`config.mk`:
```
export PLATFORM = sky130hd
export DESIGN_NAME = pipeline_hazard_ctrl
export DESIGN_NICKNAME = d
export VERILOG_FILES = /design/src/rtl/pipeline_pkg.sv /design/src/rtl/forward_sel.sv /design/src/rtl/pipeline_hazard_ctrl.sv
export SDC_FILE = /design/constraint.sdc
export NUM_CORES = 1
export LEC_CHECK = 0
export BUFFER_PORTS_ARGS = -buffer_cell sky130_fd_sc_hd__buf_4
export CAP_MARGIN = 10
export CORE_MARGIN = 2
export CORE_UTILIZATION = 50
export CTS_CLUSTER_DIAMETER = 60
export DETAILED_ROUTE_END_ITERATION = 16
export PLACE_DENSITY = 0.79
export SLEW_MARGIN = 10
export SYNTH_ARGS = -nofsm -noshare
export SYNTH_HDL_FRONTEND = slang
export SYNTH_SLANG_ARGS = --single-unit
export TNS_END_PERCENT = 50
```
`constraint.sdc`:
```
create_clock -name clk -period 3.83 [get_ports clk]
set_input_delay 0.5745 -clock clk [delete_from_list [all_inputs] [get_ports clk]]
set_output_delay 0.5745 -clock clk [all_outputs]
set_load 0.02 [all_outputs]
```
`src/rtl/pipeline_pkg.sv`:
```
// Shared encodings for the RV32I pipeline hazard/sequencing logic.
package pipeline_pkg;

  localparam logic [1:0] FWD_NONE  = 2'b00;
  localparam logic [1:0] FWD_W     = 2'b01;
  localparam logic [1:0] FWD_M     = 2'b10;

  localparam logic [1:0] WDSRC_ALU = 2'b00;
  localparam logic [1:0] WDSRC_MEM = 2'b01;

  typedef enum logic [1:0] {
    IDLE,
    WAIT,
    ERR
  } mem_state_t;

endpackage

```
`src/rtl/forward_sel.sv`:
```
// Execute-stage operand forwarding select for one source register.
module forward_sel
  import pipeline_pkg::*;
(
  input  logic [4:0] rs_i,
  input  logic [4:0] rd_m_i,
  input  logic       reg_write_m_i,
  input  logic [4:0] rd_w_i,
  input  logic       reg_write_w_i,
  output logic [1:0] fwd_o
);

  // Memory stage holds the younger result, so it wins over Writeback.
  always_comb begin
    fwd_o = FWD_NONE;
    if (reg_write_m_i && (rd_m_i != 5'd0) && (rs_i == rd_m_i)) begin
      fwd_o = FWD_M;
    end else if (reg_write_w_i && (rd_w_i != 5'd0) && (rs_i == rd_w_i)) begin
      fwd_o = FWD_W;
    end
  end

endmodule

```
`src/rtl/pipeline_hazard_ctrl.sv`:
```
// Stall/flush/forward control and data-memory handshake for the five-stage pipeline.
module pipeline_hazard_ctrl
  import pipeline_pkg::*;
#(
  parameter int unsigned MEM_TIMEOUT = 16
) (
  input  logic        clk,
  input  logic        reset_n,
  input  logic [4:0]  rs1_D,
  input  logic [4:0]  rs2_D,
  input  logic [4:0]  rs1_E,
  input  logic [4:0]  rs2_E,
  input  logic [4:0]  rd_E,
  input  logic [1:0]  wdSrc_E,
  input  logic        pcSrc_E,
  input  logic [4:0]  rd_M,
  input  logic        regWrite_M,
  input  logic [1:0]  wdSrc_M,
  input  logic        memWrite_M,
  input  logic [4:0]  rd_W,
  input  logic        regWrite_W,
  input  logic        dmem_ready,
  output logic        dmem_req,
  output logic        stall_F,
  output logic        stall_D,
  output logic        stall_E,
  output logic        stall_M,
  output logic        flush_D,
  output logic        flush_E,
  output logic        flush_W,
  output logic [1:0]  forwardA_E,
  output logic [1:0]  forwardB_E,
  output logic        bus_error,
  output logic [31:0] stall_cycles
);

  localparam logic [7:0] TMO_LAST = 8'(MEM_TIMEOUT - 1);

  mem_state_t  state_q, state_d;
  logic [7:0]  tmo_q, tmo_d;
  logic [31:0] stall_cnt_q;
  logic        mem_acc_M;
  logic        lu;
  logic        freeze;

  forward_sel u_fwd_a (
    .rs_i          (rs1_E),
    .rd_m_i        (rd_M),
    .reg_write_m_i (regWrite_M),
    .rd_w_i        (rd_W),
    .reg_write_w_i (regWrite_W),
    .fwd_o         (forwardA_E)
  );

  forward_sel u_fwd_b (
    .rs_i          (rs2_E),
    .rd_m_i        (rd_M),
    .reg_write_m_i (regWrite_M),
    .rd_w_i        (rd_W),
    .reg_write_w_i (regWrite_W),
    .fwd_o         (forwardB_E)
  );

  assign mem_acc_M = memWrite_M | (wdSrc_M == WDSRC_MEM);
  assign lu        = (wdSrc_E == WDSRC_MEM) && (rd_E != 5'd0) &&
                     ((rd_E == rs1_D) || (rd_E == rs2_D));

  always_ff @(posedge clk or negedge reset_n) begin
    if (!reset_n) begin
      state_q <= IDLE;
      tmo_q   <= '0;
    end else begin
      state_q <= state_d;
      tmo_q   <= tmo_d;
    end
  end

  // The first request cycle is spent in IDLE, so a ready there costs no freeze.
  always_comb begin
    state_d  = state_q;
    tmo_d    = tmo_q;
    dmem_req = 1'b0;
    freeze   = 1'b0;
    case (state_q)
      IDLE: begin
        dmem_req = mem_acc_M;
        if (mem_acc_M && !dmem_ready) begin
          freeze  = 1'b1;
          state_d = WAIT;
          tmo_d   = '0;
        end
      end
      WAIT: begin
        dmem_req = 1'b1;
        freeze   = !dmem_ready;
        if (dmem_ready) begin
          state_d = IDLE;
        end else if (tmo_q == TMO_LAST) begin
          state_d = ERR;
        end else begin
          tmo_d = tmo_q + 8'd1;
        end
      end
      ERR: begin
        freeze = 1'b1;
      end
      default: begin
        state_d = IDLE;
      end
    endcase
  end

  always_comb begin
    stall_F = freeze | (lu & ~pcSrc_E);
    stall_D = freeze | (lu & ~pcSrc_E);
    stall_E = freeze;
    stall_M = freeze;
    flush_W = freeze;
    flush_D = ~freeze & pcSrc_E;
    flush_E = ~freeze & (pcSrc_E | lu);
  end

  assign bus_error = (state_q == ERR);

  always_ff @(posedge clk or negedge reset_n) begin
    if (!reset_n) begin
      stall_cnt_q <= '0;
    end else if (stall_F && (stall_cnt_q != '1)) begin
      stall_cnt_q <= stall_cnt_q + 32'd1;
    end
  end

  assign stall_cycles = stall_cnt_q;

endmodule

```
* After elaboration in Yosys (flattened, before gate mapping)
Index checks and enable logic that the tools add are counted.
** Storage, ports and cells
- Register bits after elaboration :: 42
- Input bits :: 46
- Logic and storage cells :: 64
- Output and inout port bits :: 45
** Operators by class
- Reduce and logical (&&, ||, !) cells :: 19
- Equality and inequality tests :: 16
- $add $sub $neg :: 2
- Multiplexer cells :: 15
- Bitwise gates (word level) :: 9
** Operators with widths (number)
- 32-bit by 1-bit adder with 32-bit output (second input constant) :: 1
- 32-bit inequality test (second input constant) :: 1
- 5-bit equality test :: 6
- 8-bit two-way mux :: 3
- 8-bit case mux with 2 select lines :: 1
- 5-bit nonzero test :: 3
- 1-bit logical AND :: 10
- 2-bit two-way mux :: 5
- 8-bit by 1-bit adder with 8-bit output (second input constant) :: 1
- 8-bit by 4-bit equality test with 1-bit output (second input constant) :: 1
- 2-bit by 1-bit equality test with 1-bit output (second input constant) :: 3
- 2-bit inequality test (second input constant) :: 3
- 2-bit case mux with 3 select lines :: 1
- 4-bit AND reduction :: 1
- 1-bit bitwise AND :: 3
- 1-bit two-way mux :: 3
- 3-bit inequality test (second input constant) :: 1
- 1-bit NOT :: 3
- 1-bit OR :: 3
- 1-bit case mux with 3 select lines :: 1
- 3-bit AND reduction :: 1
- 2-bit equality test (second input constant) :: 1
- 2-bit zero test :: 1
- 1-bit case mux with 2 select lines :: 1
- other kinds (3) :: 3

* Logic depth before layout (Yosys ltp)
Gate-level depths: netlist of run 1.
- Depth in word-level cells :: 7
- Depth in mapped cells :: 9

* By module
A second synthesis of run 1 with hierarchy kept.
** Unflattened totals
- Cell total of the unflattened synthesis :: 265
- Area, all modules :: 2612.5 um^2
** Modules (own cells, without submodules)
- pipeline_hazard_ctrl :: area each 2309.7 um^2, cells an instance 225, seq. area each 1051.0 um^2, times used 1
- forward_sel :: area each 151.4 um^2, cells an instance 20, seq. area each 0.0 um^2, times used 2

* Worst setup path before layout of run 1
OpenSTA, ideal clock, no wires.
- Kind :: input to output
- Start point :: input port rd_M[0]
- End point :: output port forwardA_E[0]
- Cell stages on the path :: 4
- Required time :: 3256 ps
- Arrival :: 2192 ps
- Path slack :: 1064 ps
- Cell sequence :: or4_1 -> o21ai_0 -> nor4_1 -> nor4_1
** On the way
- Cells in the longest elaborated chain, start to end :: 4
- Elaborated cells on any way between the ends :: 5
- Classes of those cells :: eq/ne (1); mux (1); reduce/logical (3)
** RTL lines
- from (decl) :: RTL line pipeline_hazard_ctrl.sv:16 : input logic [4:0] rd_M,
- 5-bit nonzero test :: RTL line forward_sel.sv:16 : if (reg_write_m_i && (rd_m_i != 5'd0) && (rs_i == rd_m_i)) begin
- 1-bit logical AND :: RTL line forward_sel.sv:16
- 1-bit logical AND * :: RTL line forward_sel.sv:16
- 2-bit two-way mux * :: RTL line forward_sel.sv:16
- to (decl) :: RTL line pipeline_hazard_ctrl.sv:31 : output logic [1:0] forwardA_E,
Every way passes the cells marked *; elsewhere a longest branch is shown, timed or not.

* Worst setup path after layout of run 1
Ends and elaborated chain as after synthesis.

==> summary.md, run 1 <==
| Metric | Value |
|---|---|
| Status | completed |
| Clk buf depth | 2 |
| CP endpoint kind | output pin |
| Peak Freq | 370 MHz |
| Drt first pass iters | 4 |
| Post-synth EDFFs | 0 |
| Post-Syn Area | 2670 µm² |
| Starting Density | 51.9% |
| Post-layout minimum cycle time | 2.71 ns |
| Final period utilization | 70.6% |
| Initial antenna violation count | 0 |
| Net count after synthesis | 316 |
| Avg Cell Area, Syn | 9.95 µm² |
| Sequential Area | 1050 µm² |
| Die H | 77.0 µm |
| Post-Layout Cell Count | 429 |
| Final hold vios | 0 |
| Total routed wirelength | 6.02 mm |
| Core area | 5140 µm² |
| Cells after Synth | 268 |
| Register share of total power | 39.6% |
| Cell Chain, Critical Path | buf_4, or4_1, o21ai_0, nor4_1, nor4_1, buf_4 |
| First-pass GRT wire length | 10.1 mm |
| Area delta synth->final | 30.1% |
| Crit path kind | input pin to output pin |
| Vias in the first global route | 2194 |
| GRT overflow | 0 |
| Fraction of the mapped netlist area in adder cells | 0.939% |
| Fraction of layout cells with a size suffix above 1 | 32.6% |
| Vias per inst | 5.46 |
| Worst skew pair latency | 0.30 ns |
| Ports | 91 |
| CTS root buffer | clkbuf_8 |
| CP top delay family | simple AND/OR/NAND/NOR gates |
| Main combinational cell family by area after synthesis | simple AND/OR/NAND/NOR gates |
| Hold Path Class | input pin to asynchronous set/reset pin |
| Simple-Gate Fraction of Synth Area | 30.6% |
| Nets | 406 |
| Post-CTS sizing | 0 |
| Slew margin rel. | 35.0% |
| FFs w/ async S/R, synth | 100% |
| Xor/xnor cell area share of the yosys netlist | 21.7% |
| Tot GR Track Use | 20.6% |
| Post-synth top area share | 39.4% |
| DIE AREA | 5930 µm² |
| Comb power frac | 39.6% |
| Register area share after synthesis | 39.4% |
| GPL Wtd Cong | 0.828 |
| Largest net degree at the start of global routing | 43 |
| YS warnings | 0 |
| Worst path slowest cell | or4_1 |
| Post-Place Cells | 421 |
| Antenna diodes | 0 |
| Via count | 2343 |
| H-tree Lvls | 2 |
| Max Cap Violations | 0 |
| Post-synth cell types | 35 |
| Crit Path Max Fanout | 3 |
| Multi-input gate area | 1540 µm² |
| TritonCTS buffer count | 5 |
| RSZ-0062 raised after global routing | false |
| CP arrival | 2.13 ns |
| DRT antenna net count | 0 |
| Post-CTS setup buffer count | 0 |
| Slew @ Worst Pin | 0.966 ns |
| Startpoint Class | input pin |
| Clock slew at reported path FFs | 0.08 ns |
| Net Sw Frac | 39.5% |
| Final setup fails | 0 |
| Row Count | 26 |
| Cell type with the largest total area after synthesis | dfrtp_1 |
| Slowest cell delay on critical path | 0.52 ns |
| Compound-cell area share of the yosys netlist | 3.57% |
| Pwr Total | 1440 µW |
| Synthesized flop and latch total | 42 |
| Wire length per cell | 14.0 µm |
| Slew Viols, Final | 0 |
| Iter 0 DRT Violations | 105 |
| Chip Width | 77.0 µm |
| Sink Count | 42 |
| Main synth FF type | dfrtp_1 |
| Top cells by count, synth | dfrtp_1, xnor2_1, xor2_1 |
| P_int | 870 µW |
| Peak VDD IR | 0.190 mV |
| PortBufs | 90 |
| Top-count cell post-synth | dfrtp_1 |
| Leakage | 0.00161 µW |
| Sw power | 567 µW |
| Synth top area cells | dfrtp_1, xnor2_1, xor2_1, nand4_1, nand3_2 |
| Clk pwr share | 20.9% |
| Setup_tns | 0 ns |
| Fillers | 428 |
| Skew final | 0.00678 ns |
| CP Data Required Time | 3.26 ns |
| DPL Wire Length | 4.66 mm |
| Drc violations | 0 |
| CTS tree | yes |
| Hold buffer count at cts | 0 |
| Post-synthesis mux area share | 0.845% |
| WP buf/inv | 2 |
| Power per standard cell area | 414 nW/µm² |
## path summary, 6_finish.rpt
path	from	slack [ns]	end	cells past startpoint
worst max-delay path	rd_M[0]	1.12	forwardA_E[0]	6
worst min-delay path	reset_n	0.25	state_q[0]	1
worst max register to register	stall_cycles[16]	1.38	stall_cycles[10]	7
worst min register to register	stall_cycles[19]	0.51	stall_cycles[19]	1
max in group asynchronous	reset_n	3.20	stall_cycles[24]	1
min in group clk	stall_cycles[19]	0.51	stall_cycles[19]	1
## per-layer routing
layer | up-vias | routed length, µm | part of all wire [%] | track usage (%)
met2 | 48 | 2990 | 50 | 33.9
met1 | 1153 | 2660 | 44 | 26.8
li1 | 1135 | - | - | -
met5 | - | 0 | 0 | 0
met3 | 7 | 307 | 5.1 | 5.06
met4 | 0 | 58 | 0.96 | 6.25
## worst reg2reg max path, cell delays in order, from the launching register on
cell	delay, ns
dfrtp_1	0.45
and4_1	0.27
and4_1	0.26
nand3_1	0.11
a2bb2oi_2	0.62
buf_4	0.34
nand4_1	0.14
xnor2_1	0.15
## area by class of cell
type | instances | area share (%)
Clock buffer | 7 | 2.49
Clock inverter | 1 | 0.144
Inverter | 3 | 0.325
Multi-Input combinational cell | 214 | 44.3
Sequential cell | 42 | 30.3
Tap cell | 70 | 2.53
Timing Repair Buffer | 92 | 19.9
## sequential cells by signal, summed over array words and instances (netlist names)
| name | cells |
|---|---|
| stall_cycles | 32 |
| tmo_q | 8 |
| state_q | 2 |
## cell families after synthesis
kind of cell | Yosys count
mux | 2
compound gates | 11
fa+ha+maj | 2
buf+inv | 12
flops | 42
simple gates | 133
xor+xnor | 66
## cells in the final DEF, fill, tap and decap left out, types with 2 or more instances in the layout
cell type / count
clkbuf_8: 6
dfrtp_1: 42
nand4_1: 21
nand2_1: 17
buf_4: 92
nand3_1: 9
xor2_1: 30
xnor2_1: 36
nor4_1: 6
ha_1: 2
o21ai_0: 5
nor2b_1: 4
and3_1: 12
nand2b_1: 3
inv_1: 3
and4_1: 6
and2_1: 5
nor2_1: 21
nand4_2: 3
nand3_2: 8
nor3_1: 6
nand4b_1: 3
or4_1: 6
## metrics by stage
stage                     cell area (µm²)  util [%]  hold slack [ns]  setup slack [ns]
after floorplan                      2670         -            0.279              1.06
after global placement               3380      65.7            0.477              1.13
after detailed placement             3380      65.7            0.491              1.15
after CTS                            3470      67.5            0.264              1.14
after global routing                 3470      67.5            0.283              1.04
final                                3470      67.5            0.245              1.12
## power groups by stage
| stage | sequential, µW | combinational, µW | clock [µW] |
|---|---|---|---|
| after CTS | 568 | 572 | 305 |
| after global placement | 574 | 561 | 0 |
| after detailed placement | 577 | 572 | 0 |
| after global routing | 580 | 612 | 327 |
| final | 569 | 568 | 300 |
| after floorplan | 600 | 357 | 0 |
Power figures use the tool's default switching activity.
==> inputs of run 2 (changes only) <==
--- a/config.mk
+++ b/config.mk
@@ -8,10 +8,10 @@
 export BUFFER_PORTS_ARGS = -buffer_cell sky130_fd_sc_hd__buf_4
 export CAP_MARGIN = 10
 export CORE_MARGIN = 2
-export CORE_UTILIZATION = 50
+export CORE_UTILIZATION = 46
 export CTS_CLUSTER_DIAMETER = 60
 export DETAILED_ROUTE_END_ITERATION = 16
-export PLACE_DENSITY = 0.79
+export PLACE_DENSITY = 0.76
 export SLEW_MARGIN = 10
 export SYNTH_ARGS = -nofsm -noshare
 export SYNTH_HDL_FRONTEND = slang
==> constraint.sdc (replaced) <==
create_clock -name clk -period 2.2 [get_ports clk]
set_input_delay 0.33 -clock clk [delete_from_list [all_inputs] [get_ports clk]]
set_output_delay 0.33 -clock clk [all_outputs]
set_load 0.02 [all_outputs]
==> run 2 against run 1 <==
Against the previous run: via count rose by 2.0%; cell count rose by 3.5%; combinational power rose by 87%; critical path depth did not move; worst setup slack got worse by 0.99 ns; sequential cell count did not move; sequential power rose by 75%; register-to-register slack got worse by 1.2 ns; sequential share of layout area fell by 1.0 points; clock power rose by 71%; global-route usage rose by 0.25 points; largest cell class unchanged.
==> summary.md, run 2 (synthesis results as in run 1) <==
| Metric | Value |
|---|---|
| Max Cap Violations | 0 (unchanged) |
| Pre-CTS setup slack | 0.0534 ns (-1.09 ns) |
| TritonCTS buffer count | 5 (unchanged) |
| Row Count | 27 (+3.8%) |
| Drt first pass iters | 4 (unchanged) |
| Most frequent cells in the layout | buf_4, dfrtp_1, xnor2_1 |
| Largest net degree at the start of global routing | 43 (unchanged) |
| DPL Wire Length | 5.02 mm (+7.9%) |
| Via count | 2389 (+2.0%) |
| Startpoint Class | input pin |
| Placed instance area | 3480 µm² (+2.9%) |
| Cell Chain, Critical Path | buf_4, or4_1, o21ai_1, or2_2, o21ai_0, buf_4 |
| Area delta synth->final | 34.6% |
| Crit path kind | input pin to output pin |
| Hold Path Class | input pin to asynchronous set/reset pin |
| Slowest cell delay on critical path | 0.54 ns (+0.02 ns) |
| Antenna diodes | 0 (unchanged) |
| Initial antenna violation count | 0 (unchanged) |
| Chip Width | 80.1 µm (+4.0%) |
| Total routed wirelength | 6.33 mm (+5.1%) |
| DRT antenna net count | 0 (unchanged) |
| Power per standard cell area | 715 nW/µm² (+73%) |
| Die H | 80.1 µm (+4.0%) |
| Most common cell after layout, fill and taps aside | buf_4 |
| GPL Wtd Cong | 0.767 (-7.5%) |
| RSZ-0062 raised after global routing | false |
| Core area | 5540 µm² (+7.8%) |
| Sink Count | 42 (unchanged) |
| CP Data Required Time | 1.87 ns (-1.39 ns) |
| GR peak layer | met2 |
| Fraction of layout cells with a size suffix above 1 | 35.5% (+2.9 points) |
| Slew @ Worst Pin | 0.567 ns (-0.400 ns) |
| Ports | 91 (unchanged) |
| DIE AREA | 6420 µm² (+8.2%) |
| Clk buf depth | 2 (unchanged) |
| Design area | 3590 µm² (+3.5%) |
| Global routing usage on met2 | 35.7% (+1.8 points) |
| Vias per inst | 5.38 (-1.5%) |
| Skew final | 0.00444 ns (-0.00234 ns) |
| CTS root buffer | clkbuf_8 |
| H-tree Lvls | 2 (unchanged) |
| CP endpoint kind | output pin |
| Slew margin rel. | 62.2% (+27 points) |
| Post-Place Cells | 435 (+3.3%) |
| Vias in the first global route | 2345 (+6.9%) |
| Peak Freq | 483 MHz |
| Crit Path Max Fanout | 4 (+1) |
| Final hold vios | 0 (unchanged) |
| M1 GR Usage | 27.6% (+0.79 points) |
| Slew Viols, Final | 0 (unchanged) |
| Final setup fails | 0 (unchanged) |
| Tot GR Track Use | 20.8% (+0.25 points) |
| Peak VDD IR | 0.440 mV (+130%) |
| PortBufs | 90 (unchanged) |
| Drc violations | 0 (unchanged) |
| Nets | 419 (+3.2%) |
| Setup ws final | 0.130 ns (-0.995 ns) |
| Iter 0 DRT Violations | 178 (+70%) |
| CP arrival | 1.74 ns (-0.39 ns) |
| Wire length per cell | 14.2 µm (+1.6%) |
| Fillers | 482 (+13%) |
| Met3 usage | 3.93% (-1.1 points) |
| Worst path slowest cell | or4_1 |
| Clock slew at reported path FFs | 0.08 ns (about the same) |
| First-pass GRT wire length | 10.7 mm (+6.7%) |
| Max reg flops | 32 (unchanged) |
| Post-layout minimum cycle time | 2.07 ns |
| Hold buffer count at cts | 0 (unchanged) |
| Worst skew pair latency | 0.29 ns (about the same) |
| Starting Density | 48.1% (-3.7 points) |
| GRT overflow | 0 (unchanged) |
| Post-Layout Cell Count | 444 (+3.5%) |
| CTS tree | yes |
| Pwr Total | 2570 µW (+79%) |
| Most common cell on crit path | buf_4 |
| Final period utilization | 94.1% |
| Leakage | 0.00168 µW (+4.3%) |
| Status | completed |
-- run 2: worst paths after layout --
check,end,slack [ns],start,depth (start not counted)
worst min register to register,stall_cycles[31],0.51,stall_cycles[31],1
worst min-delay path,tmo_q[7],0.01,reset_n,1
max in group asynchronous,stall_cycles[30],1.82,reset_n,1
worst max register to register,stall_cycles[17],0.18,stall_cycles[18],7
min in group clk,state_q[0],0.28,dmem_ready,2
worst max-delay path,stall_F,0.13,rd_E[1],6
-- run 2: through the flow --
step	utilization (%)	TNS [ns]	hold WS, ns
after floorplan	-	-0.0770	0.0344
after global placement	62.7	0	0.340
after detailed placement	62.7	0	0.348
after CTS	64.5	0	0.0264
after global routing	64.8	0	0.0513
final	64.8	0	0.0132
-- run 2: worst max-delay path, delay by kind of cell --
kind,cells,cell delay (ns)
simple gates,2,0.71
compound gates,2,0.35
buf+inv,2,0.35
-- run 2: repair_timing --
action | 4_1_cts | 5_1_grt
gates resized for setup | 0 | 2
setup buffers | 0 | 1
endpoints found under the setup margin | 0 | 16
hold endpoints to repair | 0 | 0
-- run 2: layer usage --
metal | up-vias | share of wire (%)
li1 | 1159 | -
met1 | 1152 | 44
met2 | 74 | 51
met3 | 4 | 5.1
met4 | 0 | 0.36
met5 | - | 0
-- run 2: area by class of cell --
cell class | count | area, µm² | area share, %
Clock buffer | 6 | 82.6 | 2.30
Clock inverter | 2 | 12.5 | 0.349
Inverter | 3 | 11.3 | 0.314
Multi-Input combinational cell | 214 | 1550 | 43.3
Sequential cell | 42 | 1050 | 29.3
Tap cell | 72 | 90.1 | 2.51
Timing Repair Buffer | 105 | 788 | 22.0
-- run 2: where the power goes --
part,switching [µW],internal [µW]
registers,134,863
logic,616,442
clock network,260,252
